--- config.mk ---
export PLATFORM = sky130hd
export DESIGN_NAME = ex_muldiv
export DESIGN_NICKNAME = d
export VERILOG_FILES = /design/src/rtl/cpu_pkg.sv /design/src/rtl/md_step.sv /design/src/rtl/ex_muldiv.sv
export SDC_FILE = /design/constraint.sdc
export NUM_CORES = 1
export LEC_CHECK = 0
export ABC_AREA = 1
export BUFFER_PORTS_ARGS = -buffer_cell sky130_fd_sc_hd__buf_4
export CAP_MARGIN = 20
export CORE_AREA = 4 4 188 190
export DETAILED_ROUTE_END_ITERATION = 12
export DIE_AREA = 0 0 192 194
export MAX_ROUTING_LAYER = met4
export PLACE_DENSITY = 0.83
export SLEW_MARGIN = 40
export SYNTH_ARGS = -nofsm -noshare
export SYNTH_HDL_FRONTEND = slang
export SYNTH_SLANG_ARGS = --single-unit
--- constraint.sdc ---
create_clock -name CLOCK -period 2.9 [get_ports CLOCK]
set_input_delay 0.29 -clock CLOCK [delete_from_list [all_inputs] [get_ports CLOCK]]
set_output_delay 0.29 -clock CLOCK [all_outputs]
set_load 0.02 [all_outputs]
--- src/rtl/cpu_pkg.sv ---
// Shared CPU definitions: multiply/divide op encodings and the muldiv FSM states.
package cpu_pkg;

   localparam logic [1:0] MD_MULTU = 2'd0;
   localparam logic [1:0] MD_MULT  = 2'd1;
   localparam logic [1:0] MD_DIVU  = 2'd2;
   localparam logic [1:0] MD_DIV   = 2'd3;

   typedef enum logic [1:0] {
      MD_IDLE  = 2'd0,
      MD_CALC  = 2'd1,
      MD_FIXUP = 2'd2
   } md_state_e;

endpackage

--- src/rtl/md_step.sv ---
// One iteration of the iterative mul/div datapath: shift-add multiply or
// restoring trial-subtract divide on a 2*WIDTH accumulator.
module md_step #(
   parameter int WIDTH = 32
) (
   input  logic               i_is_div,
   input  logic [2*WIDTH-1:0] i_acc,
   input  logic [WIDTH-1:0]   i_operand,
   output logic [2*WIDTH-1:0] o_acc
);

   logic [WIDTH:0] w_sum;
   logic [WIDTH:0] w_trial;

   // Multiply: acc = {partial product, remaining multiplier bits}, shifted right.
   // Divide:   acc = {remainder, remaining dividend / quotient bits}, shifted left.
   // NOTE: every output of a combinational block gets a value on every path, so no latch is inferred.
   always_comb begin
      w_sum   = {1'b0, i_acc[2*WIDTH-1:WIDTH]} + (i_acc[0] ? {1'b0, i_operand} : '0);
      w_trial = {i_acc[2*WIDTH-1:WIDTH], i_acc[WIDTH-1]} - {1'b0, i_operand};
      if (i_is_div) begin
         if (w_trial[WIDTH]) begin
            o_acc = {i_acc[2*WIDTH-2:0], 1'b0};
         end else begin
            o_acc = {w_trial[WIDTH-1:0], i_acc[WIDTH-2:0], 1'b1};
         end
      end else begin
         o_acc = {w_sum, i_acc[WIDTH-1:1]};
      end
   end

endmodule

--- src/rtl/ex_muldiv.sv ---
// EX-stage iterative multiply/divide unit with architectural HI/LO registers.
// Signed ops run on magnitudes; signs are re-applied in a single FIXUP cycle.
module ex_muldiv
   import cpu_pkg::*;
#(
   parameter int WIDTH = 32,
   parameter int CNT_W = $clog2(WIDTH + 1)
) (
   input  logic             CLOCK,
   input  logic             RESET,
   input  logic             start,
   input  logic [1:0]       op,
   input  logic [WIDTH-1:0] op_a,
   input  logic [WIDTH-1:0] op_b,
   input  logic             flush,
   input  logic             hi_we,
   input  logic             lo_we,
   input  logic [WIDTH-1:0] wdata,
   output logic [WIDTH-1:0] hi,
   output logic [WIDTH-1:0] lo,
   output logic             busy,
   output logic             done,
   output logic             stall
);

   localparam logic [CNT_W-1:0] LAST_ITER = CNT_W'(WIDTH - 1);

   md_state_e          r_state, w_next_state;
   logic [CNT_W-1:0]   r_cnt;
   logic               r_is_div, r_sign_a, r_sign_b, r_div_zero;
   logic [2*WIDTH-1:0] r_acc, w_step_acc;
   logic [WIDTH-1:0]   r_operand;
   logic [WIDTH-1:0]   r_hi, r_lo;
   logic               r_done;

   logic               w_accept, w_signed, w_div, w_sign_a, w_sign_b, w_neg;
   logic [WIDTH-1:0]   w_mag_a, w_mag_b;
   logic [2*WIDTH-1:0] w_prod_fix;
   logic [WIDTH-1:0]   w_quot, w_rem, w_quot_fix, w_rem_fix, w_fix_hi, w_fix_lo;

   always_comb begin
      w_accept = start & ~flush & (r_state == MD_IDLE);
      w_signed = (op == MD_MULT) || (op == MD_DIV);
      w_div    = (op == MD_DIVU) || (op == MD_DIV);
      w_sign_a = w_signed & op_a[WIDTH-1];
      w_sign_b = w_signed & op_b[WIDTH-1];
      w_mag_a  = w_sign_a ? -op_a : op_a;
      w_mag_b  = w_sign_b ? -op_b : op_b;
   end

   // NOTE: sequential state is updated with non-blocking assignments only.
   always_ff @(posedge CLOCK or negedge RESET) begin
      if (!RESET) r_state <= MD_IDLE;
      else        r_state <= w_next_state;
   end

   always_comb begin
      w_next_state = r_state;
      case (r_state)
         MD_IDLE:  if (w_accept) w_next_state = MD_CALC;
         MD_CALC: begin
            if (flush)                   w_next_state = MD_IDLE;
            else if (r_cnt == LAST_ITER) w_next_state = MD_FIXUP;
         end
         MD_FIXUP: w_next_state = MD_IDLE;
         default:  w_next_state = MD_IDLE;
      endcase
   end

   md_step #(.WIDTH(WIDTH)) u_step (
      .i_is_div  (r_is_div),
      .i_acc     (r_acc),
      .i_operand (r_operand),
      .o_acc     (w_step_acc)
   );

   // Multiply seeds the accumulator with |op_b| and adds |op_a|; divide seeds
   // it with |op_a| and subtracts |op_b|.
   // NOTE: datapath registers are reset too, so a mid-operation reset leaves no stale state.
   always_ff @(posedge CLOCK or negedge RESET) begin
      if (!RESET) begin
         r_cnt      <= '0;
         r_is_div   <= 1'b0;
         r_sign_a   <= 1'b0;
         r_sign_b   <= 1'b0;
         r_div_zero <= 1'b0;
         r_acc      <= '0;
         r_operand  <= '0;
      end else if (w_accept) begin
         r_cnt      <= '0;
         r_is_div   <= w_div;
         r_sign_a   <= w_sign_a;
         r_sign_b   <= w_sign_b;
         r_div_zero <= (op_b == '0);
         r_acc      <= {{WIDTH{1'b0}}, (w_div ? w_mag_a : w_mag_b)};
         r_operand  <= w_div ? w_mag_b : w_mag_a;
      end else if (r_state == MD_CALC) begin
         r_acc <= w_step_acc;
         r_cnt <= r_cnt + CNT_W'(1);
      end
   end

   // Divide by zero leaves the dividend magnitude in the remainder, so the
   // remainder sign fixup already restores op_a; only the quotient is forced.
   always_comb begin
      w_neg      = r_sign_a ^ r_sign_b;
      w_prod_fix = w_neg ? -r_acc : r_acc;
      w_quot     = r_acc[WIDTH-1:0];
      w_rem      = r_acc[2*WIDTH-1:WIDTH];
      w_quot_fix = r_div_zero ? '1 : (w_neg ? -w_quot : w_quot);
      w_rem_fix  = r_sign_a ? -w_rem : w_rem;
      w_fix_hi   = r_is_div ? w_rem_fix  : w_prod_fix[2*WIDTH-1:WIDTH];
      w_fix_lo   = r_is_div ? w_quot_fix : w_prod_fix[WIDTH-1:0];
   end

   always_ff @(posedge CLOCK or negedge RESET) begin
      if (!RESET) begin
         r_hi   <= '0;
         r_lo   <= '0;
         r_done <= 1'b0;
      end else begin
         r_done <= (r_state == MD_FIXUP) && !flush;
         if ((r_state == MD_FIXUP) && !flush) begin
            r_hi <= w_fix_hi;
            r_lo <= w_fix_lo;
         end else if (r_state == MD_IDLE) begin
            if (hi_we) r_hi <= wdata;
            if (lo_we) r_lo <= wdata;
         end
      end
   end

   assign hi    = r_hi;
   assign lo    = r_lo;
   assign busy  = (r_state != MD_IDLE);
   assign done  = r_done;
   assign stall = busy | w_accept;

endmodule
==> qor.txt <==
max_cap viols = 0
hold path start = flush
top_reg_cell synth = dfrtp_1
Fin Hold WS = 0.0666 ns
Row Count = 67
clock root buffer master = clkbuf_16
Switching Fraction = 55.6%
Power Density = 913 mW/mm2
nets@finish = 3,459
Yosys reg bits = 173
Relative slew margins = 43.5%
Syn Area/Cell = 5.90 um2
largest net degree at the start of global routing = 81
port bufs = 170
VDD IR-drop max = 633 uV
critical path type = flip-flop to flip-flop
Tightest Pin Transition = 0.839 ns
CP max FO = 16
vias in the first global route = 20,700
Post-Syn Instances = 3,107
reg2reg setup slack = 0.1 ns
Tmin final = 2.80 ns
met3 WL = 8.88 mm
HP Class = input pin to flip-flop
unrepaired setup endpoints after global routing = false
Clock Tree Buf Depth = 2
die area = 0.0372 mm2
clock share of power = 12.2%
wl on met1 = 30.1 mm
DP Worst Slack = 0.0689 ns
DR iter-0 viols = 3,075
Post-Syn Area = 0.0183 mm2
Post-synth EDFFs = 0
gpl congestion = 1.08
Area growth, synth to finish = 14.8%
Logic pwr share = 67.4%
Worst Setup SP = r_operand[21]
fin. max-slew vios = 0
Worst setup SP type = flip-flop
Synth Warn # = 0
async set-reset flop share out of synthesis = 100%
initial core utilization = 54.8%
sequential share of the synthesized area = 23.6%
core area = 0.0334 mm2
# fillers = 3,296
Switch Pwr = 10.7 mW
DRC violations left = 0
post-route ant nets = 0
clk_lat worst skew = 0.46 ns
Final Non-Filler Cells = 3,746
first-pass GRT wire length = 116 mm
Vias per Instance = 5.88
Ports = 171
Fin Setup TNS = 0 ns
Routed WL = 76.5 mm
status = finished, final reports clean
WP data arrival = 3.15 ns
synth unique cells = 57
placed cells = 3,711
DR WL met2 = 33.3 mm
Req. time, crit path = 3.24 ns
initial antenna violation count = 1
P_int = 8.52 mW
top routing layer in use = met4
share of post-route cells with drive strength above 1 = 12.3%
CTS tree = done
Detailed Place HPWL = 61.4 mm
fmax = 357 MHz
grt ovf = 0
Finish-stage setup viols = 0
Clk pin slew, worst setup/hold paths = 0.08 ns
H-tree depth = 4
Max Clock Skew = 0.0214 ns
die width = 192 um
Worst Setup End Kind = flip-flop
GRT Util Overall = 41.1%
total CTS buffers = 17
detail-routed net length per standard cell = 20.4 um
R2R Path Start = r_operand[21]
drt pass-1 iters = 6
Leak Pwr = 11.2 nW
final hold viol count = 0
post-synth net total = 3,282
Die Y = 194 um
setup ws final = 0.0973 ns
vias post-DR = 22,000
clock sink count = 173
Reg power frac = 20.4%
final worst-path cycle share = 96.6%
[stage by stage]
stage	area [um2]	power [mW]	util (%)
CTS	21000	18.6	62.7
global placement	20400	16.0	61.0
global route	21000	20.5	62.9
finish	21000	19.2	62.9
floorplan	18300	12.2	-
detailed placement	20400	16.2	61.0
[power groups by stage]
stage | registers, mW | logic [mW] | clock network [mW]
5_1_grt | 3.93 | 14.1 | 2.42
4_1_cts | 3.84 | 12.4 | 2.33
6_report | 3.92 | 12.9 | 2.34
3_5_place_dp | 3.88 | 12.3 | 0
2_1_floorplan | 3.83 | 8.34 | 0
3_3_place_gp | 3.87 | 12.2 | 0
[cell usage after synthesis, types with 7 or more instances]
| cell type | n | share of area, % |
|---|---|---|
| o221ai_1 | 9 | 0.43 |
| o21ai_1 | 12 | 0.33 |
| nor2_1 | 261 | 5.3 |
| ha_1 | 69 | 4.7 |
| o21bai_1 | 24 | 0.98 |
| nand2_1 | 1047 | 21 |
| nand3b_1 | 11 | 0.45 |
| buf_1 | 7 | 0.14 |
| nand3_2 | 31 | 1.7 |
| a22oi_1 | 13 | 0.53 |
| dfrtp_1 | 173 | 24 |
| nor2_2 | 12 | 0.41 |
| o21ai_0 | 201 | 5.5 |
| nand2_2 | 24 | 0.82 |
| buf_2 | 25 | 0.68 |
| nand3_1 | 251 | 6.9 |
| nand4_1 | 41 | 1.4 |
| inv_1 | 459 | 9.4 |
| or2_2 | 13 | 0.44 |
| inv_2 | 14 | 0.29 |
| a21oi_1 | 121 | 3.3 |
| xnor2_1 | 16 | 0.76 |
| clkbuf_1 | 56 | 1.1 |
| xor2_1 | 56 | 2.7 |
| o211ai_1 | 52 | 2.1 |
| nor3_1 | 36 | 0.98 |
| o22ai_1 | 9 | 0.31 |
[worst max-delay path: stages (launching register included)]
cell and delay [ns]:
dfrtp_1 0.48, inv_1 0.15, ha_1 0.39, nand2_1 0.10, nand2_1 0.07, nand2_1 0.07
nand2_1 0.07, clkinv_1 0.05, nand2_1 0.07, a21oi_2 0.25, nand3_1 0.20, nand2_4 0.19
buf_16 0.21, nand3_2 0.09, a22oi_2 0.30
[layout make-up]
cell class	count	area (um2)	share of cell area, %
clock buffer	19	433	2.06
timing repair buffer	258	2050	9.73
tap	448	561	2.66
clock inverter	13	128	0.607
multi-input combinational	2359	11700	55.8
antenna	1	2.50	0.0119
inverter	475	1780	8.48
sequential	173	4330	20.6
[flip-flops by register name, indices dropped and copies added, names as in the netlist, 2 cells and up]
signal,cells
r_acc,64
r_state,2
lo,32
r_cnt,6
hi,32
r_operand,32
[cells by family after synthesis]
| kind of cell | Yosys count | share of synthesized area (%) |
|---|---|---|
| flops | 173 | 23.6 |
| compound gates | 470 | 14.8 |
| buf+inv | 575 | 12.5 |
| simple gates | 1746 | 40.7 |
| fa+ha+maj | 71 | 4.93 |
| xor+xnor | 72 | 3.44 |
[cells in the final DEF (no fill, tap or decap), types with 12 or more instances in the layout]
cell type / n
a21oi_1: 119
a22oi_1: 13
buf_4: 249
clkbuf_16: 18
dfrtp_1: 169
ha_1: 69
inv_1: 458
inv_2: 14
nand2_1: 1046
nand2_2: 25
nand3_1: 250
nand3_2: 32
nand4_1: 41
nor2_1: 259
nor3_1: 36
o211ai_1: 52
o21ai_0: 201
o21ai_1: 12
o21bai_1: 24
or2_2: 13
xnor2_1: 16
xor2_1: 56
[layer usage]
layer | track usage (%) | vias to the layer above
met5 | - | -
met4 | 17.8 | 0
met1 | 53.7 | 10100
met3 | 9.11 | 278
met2 | 61.5 | 1377
li1 | - | 10300
[path summary, 6_finish.rpt]
path | endpoint | depth (start not counted)
max reg2reg | r_acc[0] | 14
max in group asynchronous | done | 3
min | r_state[1] | 2
min in group asynchronous | r_operand[28] | 2
min reg2reg | lo[27] | 2
max | r_acc[0] | 14
[what timing repair did]
action                     CTS  global route
setup endpoints to repair    0            32
resized for setup            0             9
hold endpoints to repair    77             0
buffers inserted             0             0
hold buffers                 1             0
(Power assumes the default switching activity.)
